==> src/rtl/hazard_fwd_unit.sv <==
// Load-use stall and EX-stage operand forwarding selects for a 5-stage pipeline.
// Optional FWD_STATS_EN adds saturating stall/forward event counters.
module hazard_fwd_unit (
  input  logic       clock,
  input  logic       reset,
  input  logic       io_id_valid,
  input  logic [4:0] io_id_rs1,
  input  logic [4:0] io_id_rs2,
  input  logic [4:0] io_id_rd,
  input  logic       io_id_regwen,
  input  logic       io_id_is_load,
  input  logic       io_id_a_pc,
  input  logic       io_id_b_imm,
  input  logic       io_hold,
  input  logic       io_flush,
  output logic [1:0] io_a_sel,
  output logic [1:0] io_b_sel,
  output logic       io_stall
`ifdef FWD_STATS_EN
  ,
  output logic [15:0] io_stall_cnt,
  output logic [15:0] io_fwd_cnt
`endif
);

  typedef struct packed {
    logic       valid;
    logic [4:0] rd;
    logic       regwen;
    logic       is_load;
  } ent_t;

  localparam logic [1:0] SEL_REG = 2'd0, SEL_ALT = 2'd1, SEL_ALU = 2'd2, SEL_MEM = 2'd3;

  ent_t       ex_q, ex_d, mem_q;
  logic [1:0] a_sel_q, a_sel_d, b_sel_q, b_sel_d;
  logic [1:0] a_nxt, b_nxt;
  logic       bubble;

  function automatic logic prod(input ent_t e, input logic [4:0] r);
    return e.valid && e.regwen && (e.rd == r) && (r != 5'd0);
  endfunction

  // EX holds the younger producer, so it wins over MEM.
  function automatic logic [1:0] pick(input logic alt, input logic [4:0] r,
                                      input ent_t ex, input ent_t mem);
    if (alt)                return SEL_ALT;
    else if (prod(ex, r))   return SEL_ALU;
    else if (prod(mem, r))  return SEL_MEM;
    else                    return SEL_REG;
  endfunction

  always_comb begin
    io_stall = !reset && io_id_valid && !io_flush && ex_q.is_load &&
               ((!io_id_a_pc && prod(ex_q, io_id_rs1)) ||
                (!io_id_b_imm && prod(ex_q, io_id_rs2)));
    a_nxt  = pick(io_id_a_pc,  io_id_rs1, ex_q, mem_q);
    b_nxt  = pick(io_id_b_imm, io_id_rs2, ex_q, mem_q);
    bubble = io_flush || io_stall || !io_id_valid;
    ex_d   = '0;
    a_sel_d = SEL_REG;
    b_sel_d = SEL_REG;
    if (!bubble) begin
      ex_d    = '{valid: 1'b1, rd: io_id_rd, regwen: io_id_regwen, is_load: io_id_is_load};
      a_sel_d = a_nxt;
      b_sel_d = b_nxt;
    end
  end

  always_ff @(posedge clock) begin
    if (reset) begin
      ex_q    <= '0;
      mem_q   <= '0;
      a_sel_q <= SEL_REG;
      b_sel_q <= SEL_REG;
    end else if (!io_hold) begin
      mem_q   <= ex_q;
      ex_q    <= ex_d;
      a_sel_q <= a_sel_d;
      b_sel_q <= b_sel_d;
    end
  end

  assign io_a_sel = a_sel_q;
  assign io_b_sel = b_sel_q;

`ifdef FWD_STATS_EN
  logic [15:0] stall_cnt_q, fwd_cnt_q;
  logic        fwd_ev;

  assign fwd_ev = a_sel_d[1] || b_sel_d[1];

  always_ff @(posedge clock) begin
    if (reset) begin
      stall_cnt_q <= '0;
      fwd_cnt_q   <= '0;
    end else if (!io_hold) begin
      if (io_stall && stall_cnt_q != 16'hFFFF) stall_cnt_q <= stall_cnt_q + 16'd1;
      if (fwd_ev   && fwd_cnt_q   != 16'hFFFF) fwd_cnt_q   <= fwd_cnt_q + 16'd1;
    end
  end

  assign io_stall_cnt = stall_cnt_q;
  assign io_fwd_cnt   = fwd_cnt_q;
`endif

endmodule

==> config.mk <==
export PLATFORM = sky130hd
export DESIGN_NAME = hazard_fwd_unit
export DESIGN_NICKNAME = d
export VERILOG_FILES = /design/src/rtl/hazard_fwd_unit.sv
export SDC_FILE = /design/constraint.sdc
export NUM_CORES = 1
export LEC_CHECK = 0
export CORE_UTILIZATION = 47
export CTS_CLUSTER_SIZE = 14
export DETAILED_ROUTE_END_ITERATION = 7
export PLACE_DENSITY = 0.8
export SYNTH_ARGS = -nofsm -noshare
export SYNTH_HDL_FRONTEND = slang
export SYNTH_SLANG_ARGS = --single-unit
==> constraint.sdc <==
create_clock -name clock -period 1.8 [get_ports clock]
set_input_delay 0.18 -clock clock [delete_from_list [all_inputs] [get_ports clock]]
set_output_delay 0.18 -clock clock [all_outputs]
set_load 0.02 [all_outputs]
After elaboration in Yosys (flattened, before gate mapping):

Cells that the tools add are included.

* bits in writable memories: 0
* register bits after elaboration: 19
* output and inout bits: 5
* memories kept: 0
* memory bits (read-only): 0
* bits of input ports: 24
* latch bits: 0

* eq/ne operators: 4
* order comparisons: 0
* bitwise operators: 0
* $add $sub $neg: 0
* multiplexer cells: 9
* div/mod/pow operators: 0
* $mul: 0
* reductions and logical operators: 26
* shift operators: 0

Operators with widths (number)
* $eq 5x5->1: 4
* $logic_and 1x1->1: 16
* $mux 2: 8
* $reduce_bool 5->1: 2
* $mux 8: 1
* $logic_not 1->1: 5
* $logic_or 1x1->1: 3

Logic depth before layout (Yosys ltp):

Gate-level depths: netlist of run 1.

* depth after elaboration: 9
* depth in mapped cells: 5

Worst setup path before layout of run 1:

Ideal clock, no wire load.

* path type: register -> register
* start: register ex_q[5] (netlist bit)
* end: register ex_q[0] (netlist bit)
* path slack: 207 ps
* arrival time: 1476 ps
* cell stages (with the launch flop): 6
* data required time: 1683 ps
* clock period less this slack: 1593 ps
* cell sequence: dfxtp_1 xor2_1 nor4_2 nand2b_4 o211a_4 a22o_1

* word-level cells in the longest chain between the ends: 9
* elaborated cells on any way between the ends: 13

Ends and longest elaborated chain
* start: declaration: RTL line 35 `ent_t ex_q, ex_d, mem_q;`
* start signal: assignment: RTL line 72 `ex_q <= '0;`
* start signal: assignment: RTL line 78 `ex_q <= ex_d;`
* $eq 5x5->1: RTL line 41 `return e.valid && e.regwen && (e.rd == r) && (r != 5'd0);`
* $logic_and 1x1->1 (2 in series): RTL line 41
* $logic_and 1x1->1, on equally long branches: RTL line 55, 56
* $logic_or 1x1->1 (*): RTL line 55 `((!io_id_a_pc && prod(ex_q, io_id_rs1)) ||`
* $logic_and 1x1->1 (*): RTL line 54 `io_stall = !reset && io_id_valid && !io_flush && ex_q.is_load &&`
* $logic_or 1x1->1 (*) (2 in series): RTL line 59 `bubble = io_flush || io_stall || !io_id_valid;`
* $mux 8 (*): RTL line 63 `if (!bubble) begin`

Mark *: on every way between the ends. The rest lies on a longest branch, timed or not.
A chain may end at the register's enable or synchronous reset.

Worst setup path after layout of run 1:

* start: register ex_q[6] (netlist bit)
* end: register ex_q[2] (netlist bit)

The elaborated chain is that of the path after synthesis.

==> impl_metrics.tcl, run 1 <==
set metrics [dict create \
    routed_wl_mm 2.73 \
    start_util_pct 52.0 \
    slew_headroom_pct 50.0 \
    synth_edf_count 0 \
    cp-end-kind "register" \
    clk_path_buf_depth 2 \
    synth.ff_latch_count 19 \
    post_drt_wl_per_cell_um 14.4 \
    power_switching_uw 191 \
    nNetsFinal 188 \
    finalSetupTns_ns 0 \
    overflow 0 \
    io_pins 29 \
    fin_crit_ns 1.76 \
    fin_area_um2 1610 \
    syn_nets 132 \
    comb_power_share_pct 21.2 \
    die-width_um 49.8 \
    seqPwrFrac_pct 54.2 \
    cp-start-kind "register" \
    fp.dieH_um 49.8 \
    dpl.hpwl_mm 2.20 \
    cts-htree-levels 1 \
    clkPwrFrac_pct 24.6 \
    grt_pass1_vias 968 \
    swShare_pct 23.7 \
    multi_input_comb_area_um2 697 \
    min_path_type "register to register" \
    tightest_slew_ns 0.748 \
    hold_violations 0 \
    cp-startpoint "ex_q[6]" \
    synth_common_cells "dfxtp_1 (19), nor2_1 (12), xnor2_1 (12)" \
    rows 16 \
    setup_viol 0 \
    numCtsBuffers 3 \
    n_antenna_cell 0 \
    viasPerCell 5.33 \
    numClockSinks 19 \
    grt_pass1_wl_mm 4.54 \
    yosysTopAreaCell "dfxtp_1" \
    yosysSeqAreaShare_pct 35.5 \
    via_count 1013 \
    netlist_instances 108 \
    rr_startpoint "ex_q[6]" \
    critPathMaxFanout 8 \
    ys.flop_type "dfxtp_1" \
    async_flop_share_pct 0 \
    netlist.area_leader.share_pct 35.5 \
    place_inst 184 \
    drt_iter0_drc 11 \
    insertion_delay_ns 0.28 \
    regArea_um2 387 \
    power.leakage_nw 0.660 \
    hp-start "io_a_sel[0]" \
    drtPass1Iterations 4 \
    pwr_density_cell_nw_per_um2 498 \
    grt_max_degree 14 \
    arrival_ns 1.94 \
    ys_top_cells_by_area "dfxtp_1 (35%), xnor2_1 (9.8%), a22o_1 (6.5%)" \
    fill_cells 150 \
    path_class "register to register" \
    port-buffer-count 28 \
    syn2layout_area_growth_pct 50.5 \
    cts-root-buf "clkbuf_4" \
    finalPower_uw 804 \
    p_int_uw 613 \
    synth.most_common_cell "dfxtp_1" \
    outcome "completed" \
    antenna_left 0 \
    clk_pin_slew_worst_paths_ns 0.09 \
    ir_drop_mv 0.512 \
    cts_tree "yes" \
    drv_cap 0 \
    postPlaceCellArea_um2 1560 \
    avgSynthCellArea_um2 9.93 \
    drv_slew 0 \
    fmax_mhz 567 \
    drc 0 \
    drive_gt1_share_pct 28.2 \
    antenna_found_initial 0 \
    core_um2 2060 \
    fin_cells 190 \
    hold_ws_ns 0.463 \
    rsz0062_at_grt "true" \
    worstPathRequired_ns 1.98 \
    grt_util_all_layers_pct 23.9 \
    synth_warnings 0 \
    yosysUniqueCellTypes 30 \
    fin_crit_sh_pct 97.9 \
    gp_congestion 0.891 \
    fin_worst_skew_ns 0.000493 \
    die-area_um2 2480 \
    synth_area_um2 1070 \
]
## stage by stage
stage / utilization (%) / setup WS (ns)
3_3_place_gp: 75.4 / -0.418
4_1_cts: 76.2 / 0.00373
2_1_floorplan: - / 0.207
3_5_place_dp: 75.4 / -0.455
5_1_grt: 78.3 / -0.0271
6_report: 78.3 / 0.0379
## area by class of cell
class                           instances  area share (%)
Timing Repair Buffer                   54            29.1
Sequential cell                        19            24.0
Tap cell                               27            2.09
Clock buffer                            4            1.63
Multi-Input combinational cell         86            43.2
## worst max-delay path, cell delays in order, from the launching register on
cell	delay [ns]
dfxtp_2	0.36
xor2_2	0.19
nor4_4	0.32
buf_4	0.17
nand2b_4	0.07
o211a_4	0.30
a22o_1	0.24
## cell usage in the layout, fill, tap and decap left out, drive strengths merged, types with 6 or more instances in the layout
| cell type | instances |
|---|---|
| buf | 27 |
| clkdlybuf4s50 | 19 |
| dfxtp | 19 |
| xnor2 | 12 |
| nor2 | 12 |
| a22o | 8 |
| xor2 | 8 |
| mux2i | 7 |
| nand2 | 6 |
| dlygate4sd2 | 6 |
## metal layers
layer	routed length [µm]	vias to the layer above	track usage (%)
met5	0	-	0
met4	13	0	7.62
met3	128	2	1.54
met2	1300	30	38.1
met1	1290	479	34.1
li1	-	502	-
## state kept, by name (all words and copies together) (netlist names)
signal    count
ex_q          8
mem_q         7
io_a_sel      2
io_b_sel      2
## path summary, 6_finish.rpt
check	endpoint	cells past startpoint	slack [ns]
worst max-delay path	ex_q[2]	6	0.04
worst min-delay path	io_a_sel[0]	2	0.46
worst max register to register	ex_q[2]	6	0.04
worst min register to register	io_a_sel[0]	2	0.46
## what timing repair did
item	in CTS	in global routing
pin swaps	2	8
setup endpoints to repair	12	11
hold buffers	0	0
resized for setup	11	8
setup buffers	0	2
## logic make-up (layout without fill, tap and decap cells)
group | count (synthesis) | after routing | share of synthesized area [%]
AO/OA/AOI/OAI | 21 | 21 | 19.0
flip-flops | 19 | 19 | 35.5
AND/OR/NAND/NOR | 38 | 38 | 21.6
buffers and inverters | 3 | 58 | 1.05
XOR/XNOR | 20 | 20 | 16.3
multiplexers | 7 | 7 | 6.53
## power by group through the flow
stage	logic, mW	registers, mW	clock network [mW]
floorplan	0.0617	0.445	0
global placement	0.164	0.445	0
detailed placement	0.169	0.446	0
CTS	0.166	0.436	0.206
global route	0.183	0.436	0.226
finish	0.170	0.435	0.198
(Power assumes the default switching activity.)
==> run 2: changes to the inputs <==
--- a/config.mk
+++ b/config.mk
@@ -5,7 +5,9 @@
 export SDC_FILE = /design/constraint.sdc
 export NUM_CORES = 1
 export LEC_CHECK = 0
-export CORE_UTILIZATION = 47
+export ABC_AREA = 1
+export CORE_MARGIN = 2
+export CORE_UTILIZATION = 49
 export CTS_CLUSTER_SIZE = 14
 export DETAILED_ROUTE_END_ITERATION = 7
 export PLACE_DENSITY = 0.8
==> impl_metrics.tcl, run 2 <==
set metrics [dict create \
    cts_tree "yes" \
    yosysTopAreaCell "dfxtp_1" \
    min_path_type "input pin to register" \
    die-width_um 54.6 \
    fin_area_um2 1720 \
    gp_congestion 0.899 \
    numCtsBuffers 3 \
    drc 0 \
    post_drt_wl_per_cell_um 10.8 \
    hold_ws_ns 0.447 \
    critPathMaxFanout 4 \
    netlist_instances 201 \
    power_switching_uw 237 \
    antenna_found_initial 0 \
    largestRegisters "ex_q x8, mem_q x7" \
    fmax_mhz 600 \
    rsz0062_at_grt "false" \
    io_pins 29 \
    clk_pin_slew_worst_paths_ns 0.11 \
    yosysUniqueCellTypes 22 \
    max_stage_delay_ns 0.38 \
    path_cells "inv_2, nand2_1, nand2_1, nor2_1, nand2_1, nor2_4, nand2_2, nand2_2, nand2_2, inv_2, buf_6" \
    pwr_density_cell_nw_per_um2 494 \
    power.leakage_nw 0.770 \
    grt_util_all_layers_pct 22.8 \
    final_common_cell "nand2_1" \
    netlist.area_leader.share_pct 30.4 \
    avgSynthCellArea_um2 6.23 \
    clk_path_buf_depth 2 \
    start_util_pct 51.0 \
    comb_power_share_pct 22.4 \
    worstPathRequired_ns 1.62 \
    fin_util_pct 70.1 \
    arrival_ns 1.49 \
    cts-htree-levels 1 \
    rows 18 \
    routed_wl_mm 2.96 \
    crit_slowest_cell "dfxtp_2" \
    largest_reg_flops 8 \
    cp-start-kind "register" \
    dpl.hpwl_mm 2.35 \
    multi_input_comb_area_um2 738 \
    cp-end-kind "output pin" \
    syn2layout_area_growth_pct 37.4 \
    synth.ff_latch_count 19 \
    regMostFlops "ex_q" \
    die-area_um2 2980 \
    synth_edf_count 0 \
    grt_max_degree 26 \
    fill_cells 211 \
    drt_iter0_drc 18 \
    cts-root-buf "clkbuf_4" \
    n_antenna_cell 0 \
    synth.most_common_cell "nand2_1" \
    hold_violations 0 \
    core_um2 2450 \
    critical_path.top_delay_family "simple AND/OR/NAND/NOR gates" \
    synthAdderAreaFrac_pct 0 \
    slew_headroom_pct 76.4 \
    synth_area_um2 1250 \
    syn_nets 225 \
    synth_warnings 0 \
    ys.flop_type "dfxtp_1" \
    ir_drop_mv 0.595 \
    fin_crit_sh_pct 92.5 \
    path_buf_inv 3 \
    via_count 1315 \
    nNetsFinal 269 \
    synthSimpleGateAreaFrac_pct 43.9 \
    p_int_uw 613 \
    synthMuxAreaShare_pct 0 \
    tightest_slew_ns 0.348 \
    drv_cap 0 \
    synth_compound_area_share_pct 12.9 \
    clkPwrFrac_pct 25.4 \
    drv_slew 0 \
    async_flop_share_pct 0 \
    ys_top_cells_by_area "dfxtp_1 (30%), nand2_1 (23%), inv_1 (6.6%)" \
    regArea_um2 387 \
    grt_pass1_vias 1210 \
    synth_common_cells "nand2_1 (77), inv_1 (22), dfxtp_1 (19), nor2_1 (19), a21oi_2 (9)" \
    overflow 0 \
    port-buffer-count 28 \
    antenna_left 0 \
    yosysSeqAreaShare_pct 30.4 \
    grt_pass1_wl_mm 4.91 \
    viasPerCell 4.80 \
    yosys.area_share.xor_xnor_pct 1.40 \
    numClockSinks 19 \
    synth_top_family_by_area "simple AND/OR/NAND/NOR gates" \
    postPlaceCellArea_um2 1670 \
    insertion_delay_ns 0.29 \
    path_class "register to output pin" \
    drive_gt1_share_pct 25.4 \
    mostFrequentLayoutCells "nand2_1 (77), clkdlybuf4s50_1 (22), inv_1 (21), buf_4 (18), nor2_1 (17)" \
    setup_viol 0 \
    outcome "completed" \
    fin_crit_ns 1.67 \
    fin_worst_skew_ns 0.00334 \
    seqPwrFrac_pct 52.2 \
    swShare_pct 27.9 \
    drtPass1Iterations 4 \
    fp.dieH_um 54.6 \
]
-- run 2: cell count changes in the layout (fill, tap and decap cells not counted), sizes merged, moves of 8 or more --
cell / before / now
nand2: 6 / 82
xor2: 8 / 0
nand3: 4 / 16
nor2: 12 / 21
a21oi: 4 / 17
inv: 0 / 28
xnor2: 12 / 2
a22o: 8 / 0
buf: 27 / 19
-- run 2: cell type report --
| type | instances | area share [%] |
|---|---|---|
| clock buffers | 3 | 1.31 |
| well taps | 30 | 2.18 |
| repair buffers | 46 | 24.7 |
| flip-flops and latches | 19 | 22.5 |
| inverters | 28 | 6.11 |
| clock inverters | 1 | 0.291 |
| multi-input cells | 147 | 42.9 |
-- run 2: worst register-to-register path, cell delays in order, from the launching register on --
cell,delay [ns]
dfxtp_2,0.38
inv_2,0.04
nand2_1,0.05
nand2_1,0.06
nor2_1,0.10
nand2_1,0.09
nor2_4,0.14
nand2_2,0.06
nand2_2,0.06
nand2_2,0.06
buf_4,0.21
nand3_1,0.12
a21oi_1,0.07
-- run 2: final timing paths --
check | startpoint | endpoint | slack, ns | cells after the start
max reg2reg | ex_q[5] | ex_q[2] | 0.26 | 12
min | io_id_rd[4] | ex_q[6] | 0.45 | 3
max | ex_q[5] | io_stall | 0.13 | 11
min reg2reg | mem_q[7] | mem_q[7] | 0.48 | 2
-- run 2: repair_timing --
item / in CTS / in global routing
setup buffers: 0 / 0
endpoints found under the setup margin: 1 / 1
resized for setup: 7 / 12
hold buffers: 0 / 0
pin swaps: 0 / 2
-- run 2: cells by family after synthesis --
kind of cell | Yosys count
buffers and inverters | 35
flip-flops | 19
AO/OA/AOI/OAI | 23
XOR/XNOR | 2
AND/OR/NAND/NOR | 122
-- run 2: power by group through the flow --
stage / sequential (mW) / combinational [mW] / clock (mW)
after floorplan: 0.452 / 0.0928 / 0
after global placement: 0.452 / 0.188 / 0
after detailed placement: 0.453 / 0.191 / 0
after CTS: 0.443 / 0.191 / 0.222
after global routing: 0.445 / 0.211 / 0.243
final: 0.444 / 0.191 / 0.216
-- run 2: metal layers --
layer / vias to the layer above / track usage, % / part of all wire [%] / routed length, µm
met5: - / 0 / 0 / 0
met2: 15 / 42.0 / 51 / 1500
met1: 591 / 27.7 / 47 / 1390
met3: 2 / 4.92 / 2.0 / 60
li1: 707 / - / - / -
met4: 0 / 2.92 / 0.47 / 14
-- run 2: stage by stage --
step | worst slack, ns | total power [mW] | instances | setup TNS [ns]
6_report | 0.135 | 0.850 | 274 | 0
5_1_grt | 0.00797 | 0.899 | 274 | 0
4_1_cts | 0.0730 | 0.856 | 274 | 0
3_5_place_dp | -0.370 | 0.644 | 270 | -0.674
3_3_place_gp | -0.376 | 0.640 | 270 | -0.603
2_1_floorplan | 0.427 | 0.544 | 201 | 0
